File: config.mk
export PLATFORM = sky130hd
export DESIGN_NAME = sprite_row_fetch
export DESIGN_NICKNAME = d
export VERILOG_FILES = /design/src/rtl/sprite_pkg.sv /design/src/rtl/sprite_line_buf.sv /design/src/rtl/sprite_row_fetch.sv
export SDC_FILE = /design/constraint.sdc
export NUM_CORES = 1
export LEC_CHECK = 0
export ABC_AREA = 1
export CAP_MARGIN = 15
export CORE_MARGIN = 2
export CORE_UTILIZATION = 66
export CTS_BUF_LIST = sky130_fd_sc_hd__clkbuf_8
export DETAILED_ROUTE_END_ITERATION = 12
export PLACE_DENSITY = 0.87
export SETUP_SLACK_MARGIN = 0.5
export SYNTH_ARGS = -nofsm -noshare
export SYNTH_HDL_FRONTEND = slang
export SYNTH_SLANG_ARGS = --single-unit
export TNS_END_PERCENT = 10
File: constraint.sdc
create_clock -name clk -period 11.2 [get_ports clk]
set_input_delay 3.36 -clock clk [delete_from_list [all_inputs] [get_ports clk]]
set_output_delay 3.36 -clock clk [all_outputs]
set_load 0.1 [all_outputs]
File: src/rtl/sprite_pkg.sv
// Shared sizes, types and helpers for the sprite row fetcher.
package sprite_pkg;

  localparam int SPR_W    = 32;
  localparam int SPR_H    = 32;
  localparam int PIX_BITS = 3;
  localparam int ADDR_W   = 10;
  localparam int COL_W    = $clog2(SPR_W);
  localparam int ROW_W    = $clog2(SPR_H);

  typedef logic [PIX_BITS-1:0] pix_t;

  typedef enum logic [1:0] {
    IDLE  = 2'd0,
    ISSUE = 2'd1,
    DRAIN = 2'd2
  } fetch_state_t;

  // A width of 0 or anything wider than the line buffer means a full row.
  function automatic logic [COL_W:0] clamp_w(input logic [COL_W:0] w);
    if (w == '0 || w > (COL_W+1)'(SPR_W)) return (COL_W+1)'(SPR_W);
    return w;
  endfunction

endpackage

File: src/rtl/sprite_line_buf.sv
// One-row pixel buffer: synchronous write, synchronous clear-all, async read.
module sprite_line_buf
  import sprite_pkg::*;
(
  input  logic                clk,
  input  logic                clr,
  input  logic                we,
  input  logic [COL_W-1:0]    wr_idx,
  input  logic [PIX_BITS-1:0] wr_data,
  input  logic [COL_W-1:0]    rd_idx,
  output logic [PIX_BITS-1:0] rd_data
);

  pix_t mem_q [SPR_W];
  pix_t mem_d [SPR_W];

  // Next buffer contents: clear beats write.
  always_comb begin
    // NOTE: start from the held value so every path assigns mem_d; no latch.
    mem_d = mem_q;
    if (clr) begin
      for (int i = 0; i < SPR_W; i++) mem_d[i] = '0;
    end else if (we) begin
      mem_d[wr_idx] = wr_data;
    end
  end

  // Buffer storage.
  always_ff @(posedge clk) begin
    // NOTE: no reset branch here; the owner drives clr during reset, which
    // clears the array synchronously. Non-blocking keeps the update atomic.
    mem_q <= mem_d;
  end

  assign rd_data = mem_q[rd_idx];

endmodule

File: src/rtl/sprite_row_fetch.sv
// Walks one sprite row through a 1-cycle-latency ROM into a line buffer.
module sprite_row_fetch
  import sprite_pkg::*;
(
  input  logic                clk,
  input  logic                Reset,
  input  logic                start,
  input  logic [ROW_W-1:0]    row,
  input  logic [COL_W:0]      sprite_w,
  input  logic                flip,
  output logic [ADDR_W-1:0]   rom_addr,
  input  logic [PIX_BITS-1:0] rom_q,
  output logic                busy,
  output logic                done,
  input  logic [COL_W-1:0]    rd_x,
  output logic [PIX_BITS-1:0] rd_pix,
  output logic                rd_opaque
);

  fetch_state_t     state_q, state_d;
  logic [ROW_W-1:0] row_q, row_d;
  logic [COL_W:0]   w_q, w_d;
  logic             flip_q, flip_d;
  logic [COL_W-1:0] k_q, k_d;
  logic             cap_vld_q, cap_vld_d;
  logic [COL_W-1:0] cap_k_q, cap_k_d;
  logic             done_q, done_d;
  logic             accept;
  logic [COL_W:0]   w_m1;
  logic [COL_W-1:0] wr_idx;

  assign w_m1 = w_q - (COL_W+1)'(1);

  // Next-state, latch-at-accept and column counter.
  always_comb begin
    state_d   = state_q;
    row_d     = row_q;
    w_d       = w_q;
    flip_d    = flip_q;
    k_d       = k_q;
    done_d    = 1'b0;
    accept    = 1'b0;
    cap_vld_d = (state_q == ISSUE);
    cap_k_d   = k_q;
    case (state_q)
      IDLE: begin
        if (start) begin
          accept  = 1'b1;
          row_d   = row;
          w_d     = clamp_w(sprite_w);
          flip_d  = flip;
          k_d     = '0;
          state_d = ISSUE;
        end
      end
      ISSUE: begin
        // k stops at W-1 so rom_addr holds the last address afterwards.
        if ({1'b0, k_q} == w_m1) state_d = DRAIN;
        else                     k_d     = k_q + 1'b1;
      end
      DRAIN: begin
        state_d = IDLE;
        done_d  = 1'b1;
      end
      default: state_d = IDLE;
    endcase
  end

  // Control registers with synchronous reset.
  always_ff @(posedge clk) begin
    if (Reset) begin
      state_q   <= IDLE;
      row_q     <= '0;
      w_q       <= (COL_W+1)'(SPR_W);
      flip_q    <= 1'b0;
      k_q       <= '0;
      cap_vld_q <= 1'b0;
      cap_k_q   <= '0;
      done_q    <= 1'b0;
    end else begin
      state_q   <= state_d;
      row_q     <= row_d;
      w_q       <= w_d;
      flip_q    <= flip_d;
      k_q       <= k_d;
      cap_vld_q <= cap_vld_d;
      cap_k_q   <= cap_k_d;
      done_q    <= done_d;
    end
  end

  // Row base plus column; max 31*32+31 fits ADDR_W exactly.
  assign rom_addr = ADDR_W'(row_q) * ADDR_W'(w_q) + ADDR_W'(k_q);

  // Mirrored rows land at W-1-k so the sprite stays left-aligned.
  assign wr_idx = flip_q ? COL_W'(w_m1 - {1'b0, cap_k_q}) : cap_k_q;

  sprite_line_buf u_buf (
    .clk     (clk),
    .clr     (Reset | accept),
    .we      (cap_vld_q),
    .wr_idx  (wr_idx),
    .wr_data (rom_q),
    .rd_idx  (rd_x),
    .rd_data (rd_pix)
  );

  assign busy      = (state_q != IDLE);
  assign done      = done_q;
  assign rd_opaque = (rd_pix != '0);

endmodule
==> impl_results.md <==
- Antenna violations before repair: 0
- Pin count of the biggest net entering global routing: roughly 100
- Syn_area_per_cell: 6.82 µm²
- Final hold slack: between 0.4 and 0.5 ns
- Routed wire length: approximately 19 mm
- Synth cell types: 35
- Placer Congestion: around 0.91
- Vias in the first global route: between 6000 and 7000
- Hold WC Path Type: flop to flop
- Crit Path Class: primary input to primary output
- Comb power frac: between 10% and 20%
- Worst Setup End Kind: primary output
- CTS root buf: clkbuf_8
- Routed WL per cell: roughly 15 µm
- Die area: 12200 µm²
- DRT iter0 DRCs: ~790
- Row Count: 38
- Leakage Power: 3.70 nW
- Via Count: ~7100
- H-Tree Depth: 4
- Final min period: 9.61 ns
- Yosys reg bits: 122
- P&R area growth vs syn: 10.2%
- Post-synth EDFFs: 0
- Post-synthesis mux area share: 0%
- Max Clk Rate: ~100 MHz
- Ports: 39
- Clk pwr share: just over 40%
- Worst vdd ir: roughly 0.12 mV
- DRC viols: 0
- Fin. max-slew vios: 0
- Crit-path max FO: 35
- Initial Utilization: around 69%
- First-pass GRT wire length: just over 30 mm
- Switching Fraction: 29.7%
- Post-CTS sizing: 0
- Psw: 0.313 mW
- Pwr Density: 128 nW/µm²
- Inserted Clock Buffers: 17
- P_int: about 0.74 mW
- Largest family of logic cells by synthesized area: simple AND/OR/NAND/NOR gates
- Status: completed
- Core ar.: between 10000 and 15000 µm²
- Worst path arrival time: approximately 6.3 ns
- Worst-Skew Late Latency: 0.46 ns
- Layout Utilization: 75.5%
- Most frequent cells in the layout: 269 x nor2_1, 217 x nand2_1, 127 x inv_1, 122 x dfxtp_1, 61 x nand4_1
- Fin nets: 1167
- Final Hold Viols: 0
- ANT cells: 0
- Layout cells sized above 1: slightly below 6%
- Worst EP required: 7.84 ns
- Vias per cell: between 5 and 6
- Setup Viol. Count Final: 0
- Post-synthesis cell area: between 7000 and 8000 µm²
- R2R depth: 12
- Global route overflow: 0
- Critical path startpoint: rd_x[0]
- Placed cell areas: between 7000 and 8000 µm²
- Hold-fix buffers at CTS: 0
- Port bufs: 38
- Final Total Pwr: ~1.1 mW
- Synth async-reset ratio: 0%
- Worst slew pin tran: ~1.2 ns
- HPWL Detailed: around 13 mm
- Primary FF master, synth: dfxtp_1
- Die height: roughly 110 µm
- CTS sink cnt: between 100 and 150
- Post-Synth Simple-Gate Area: around 37%
- Setup bufs post-CTS: 0
- Max-capacitance violation count: 0
- Commonest non-fill, non-tap cell in the layout: nor2_1
- Pre-Repair DR Iteration Count: 6
- Sequential share of the synthesized area: between 30% and 40%
- GRT Overall Usage: 31.1%
- Synth Area in Adders: approximately 8.7%
- Total negative slack: 0 ns
- Clock-pin slew on the worst setup and hold paths: approximately 0.070 ns
- Mapped Nets: roughly 1200
- Critical R2R Launch: w_q[0]
- Hold Crit Start: u_buf.mem_q[51]
- RSZ-0062 raised after global routing: false
- Post-Syn Instances: between 1000 and 1500
- Tcrit/Tclk final: 85.8%
- Max Clock Skew: 0.0135 ns
- Type of origin of the critical path: primary input
- Syn. warnings: 0
- Design area: 8260 µm²
- Rel. slew slack: a little under a quarter
- Sequential power share: between 40% and 50%
- Synth Area in XOR/XNOR: around 2.1%
- Final ANT Viol Nets: 0
- Hold path cells: 2
- TritonCTS clock tree: done
- Die Width: roughly 110 µm
- Clk buf depth: 2
- Compound-Gate Fraction of Synth Area: about a tenth
state kept, by name, summed over array words and instances, names as in the netlist:
signal,cells
flip_q,1
cap_vld_q,1
cap_k_q,5
row_q,5
state_q,2
u_buf.mem_q,96
w_q,6
done,1
cap_k_d,5
cell type report:
type / instances / area, µm²
fill: 824 / 2680
multi-input combinational: 789 / 4260
clock inverter: 12 / 174
clock buffer: 19 / 262
timing repair buffer: 44 / 465
inverter: 128 / 480
tap: 140 / 175
sequential: 122 / 2440
Yosys cell counts, types with 2 or more instances:
cell	number	share of area (%)
xor2_1	13	1.5
dfxtp_1	122	33
o21ai_1	2	0.13
buf_2	19	1.3
a21oi_1	25	1.7
o211ai_1	12	1.2
nor2_4	4	0.60
inv_1	126	6.3
a22o_1	5	0.58
nand3_1	37	2.5
o221ai_1	9	1.1
nor2_2	3	0.25
fa_1	17	4.5
buf_1	2	0.10
nand4_1	61	5.1
o22ai_1	2	0.17
nand4_4	11	3.1
buf_4	2	0.20
nor3_1	3	0.20
clkbuf_1	30	1.5
ha_1	25	4.2
xnor2_1	5	0.58
nor2_1	270	14
buf_6	6	0.90
nand2_1	217	11
o21ai_0	61	4.1
o21ai_2	2	0.23
per-layer routing:
layer / GRT usage, % / up-vias / share of wire (%)
met3: 7.24 / 44 / 10
li1: - / 3513 / -
met2: 49.7 / 343 / 46
met5: 0 / - / 0
met4: 12.1 / 0 / 2.4
met1: 40.9 / 3162 / 41
worst max-delay path, stage by stage:
cell and delay, ns:
clkdlybuf4s50_1 0.45, buf_4 0.30, clkinv_1 0.57, buf_4 0.44, o21ai_0 0.18, o211ai_1 0.10
nand3_1 0.12, nand2_1 0.08, o21ai_0 0.25, nand3_1 0.18, buf_12 0.20
final timing paths:
path	slack, ns	endpoint
max reg2reg	7.43	u_buf.mem_q[74]
min	0.48	u_buf.mem_q[51]
min reg2reg	0.48	u_buf.mem_q[51]
max	1.59	rd_opaque
stage by stage:
step	setup slack, ns	std cells
CTS	1.64	1254
detailed placement	1.63	1223
global route	1.31	1254
global placement	1.70	1223
floorplan	2.66	1099
finish	1.59	1254
power by group through the flow:
| stage | Clock [mW] | Combinational (mW) | Sequential [mW] |
|---|---|---|---|
| 3_3_place_gp | 0 | 0.170 | 0.456 |
| 5_1_grt | 0.454 | 0.189 | 0.446 |
| 6_report | 0.432 | 0.176 | 0.446 |
| 2_1_floorplan | 0 | 0.136 | 0.451 |
| 3_5_place_dp | 0 | 0.173 | 0.456 |
| 4_1_cts | 0.433 | 0.174 | 0.446 |
cell families (layout without fill, tap and decap cells):
kind of cell / count (synthesis) / count (layout)
flip-flops: 122 / 122
AND/OR/NAND/NOR: 609 / 609
adder cells (fa/ha/maj): 42 / 42
buffers and inverters: 188 / 203
AO/OA/AOI/OAI: 120 / 120
XOR/XNOR: 18 / 18
Power figures use the tool's default switching activity.
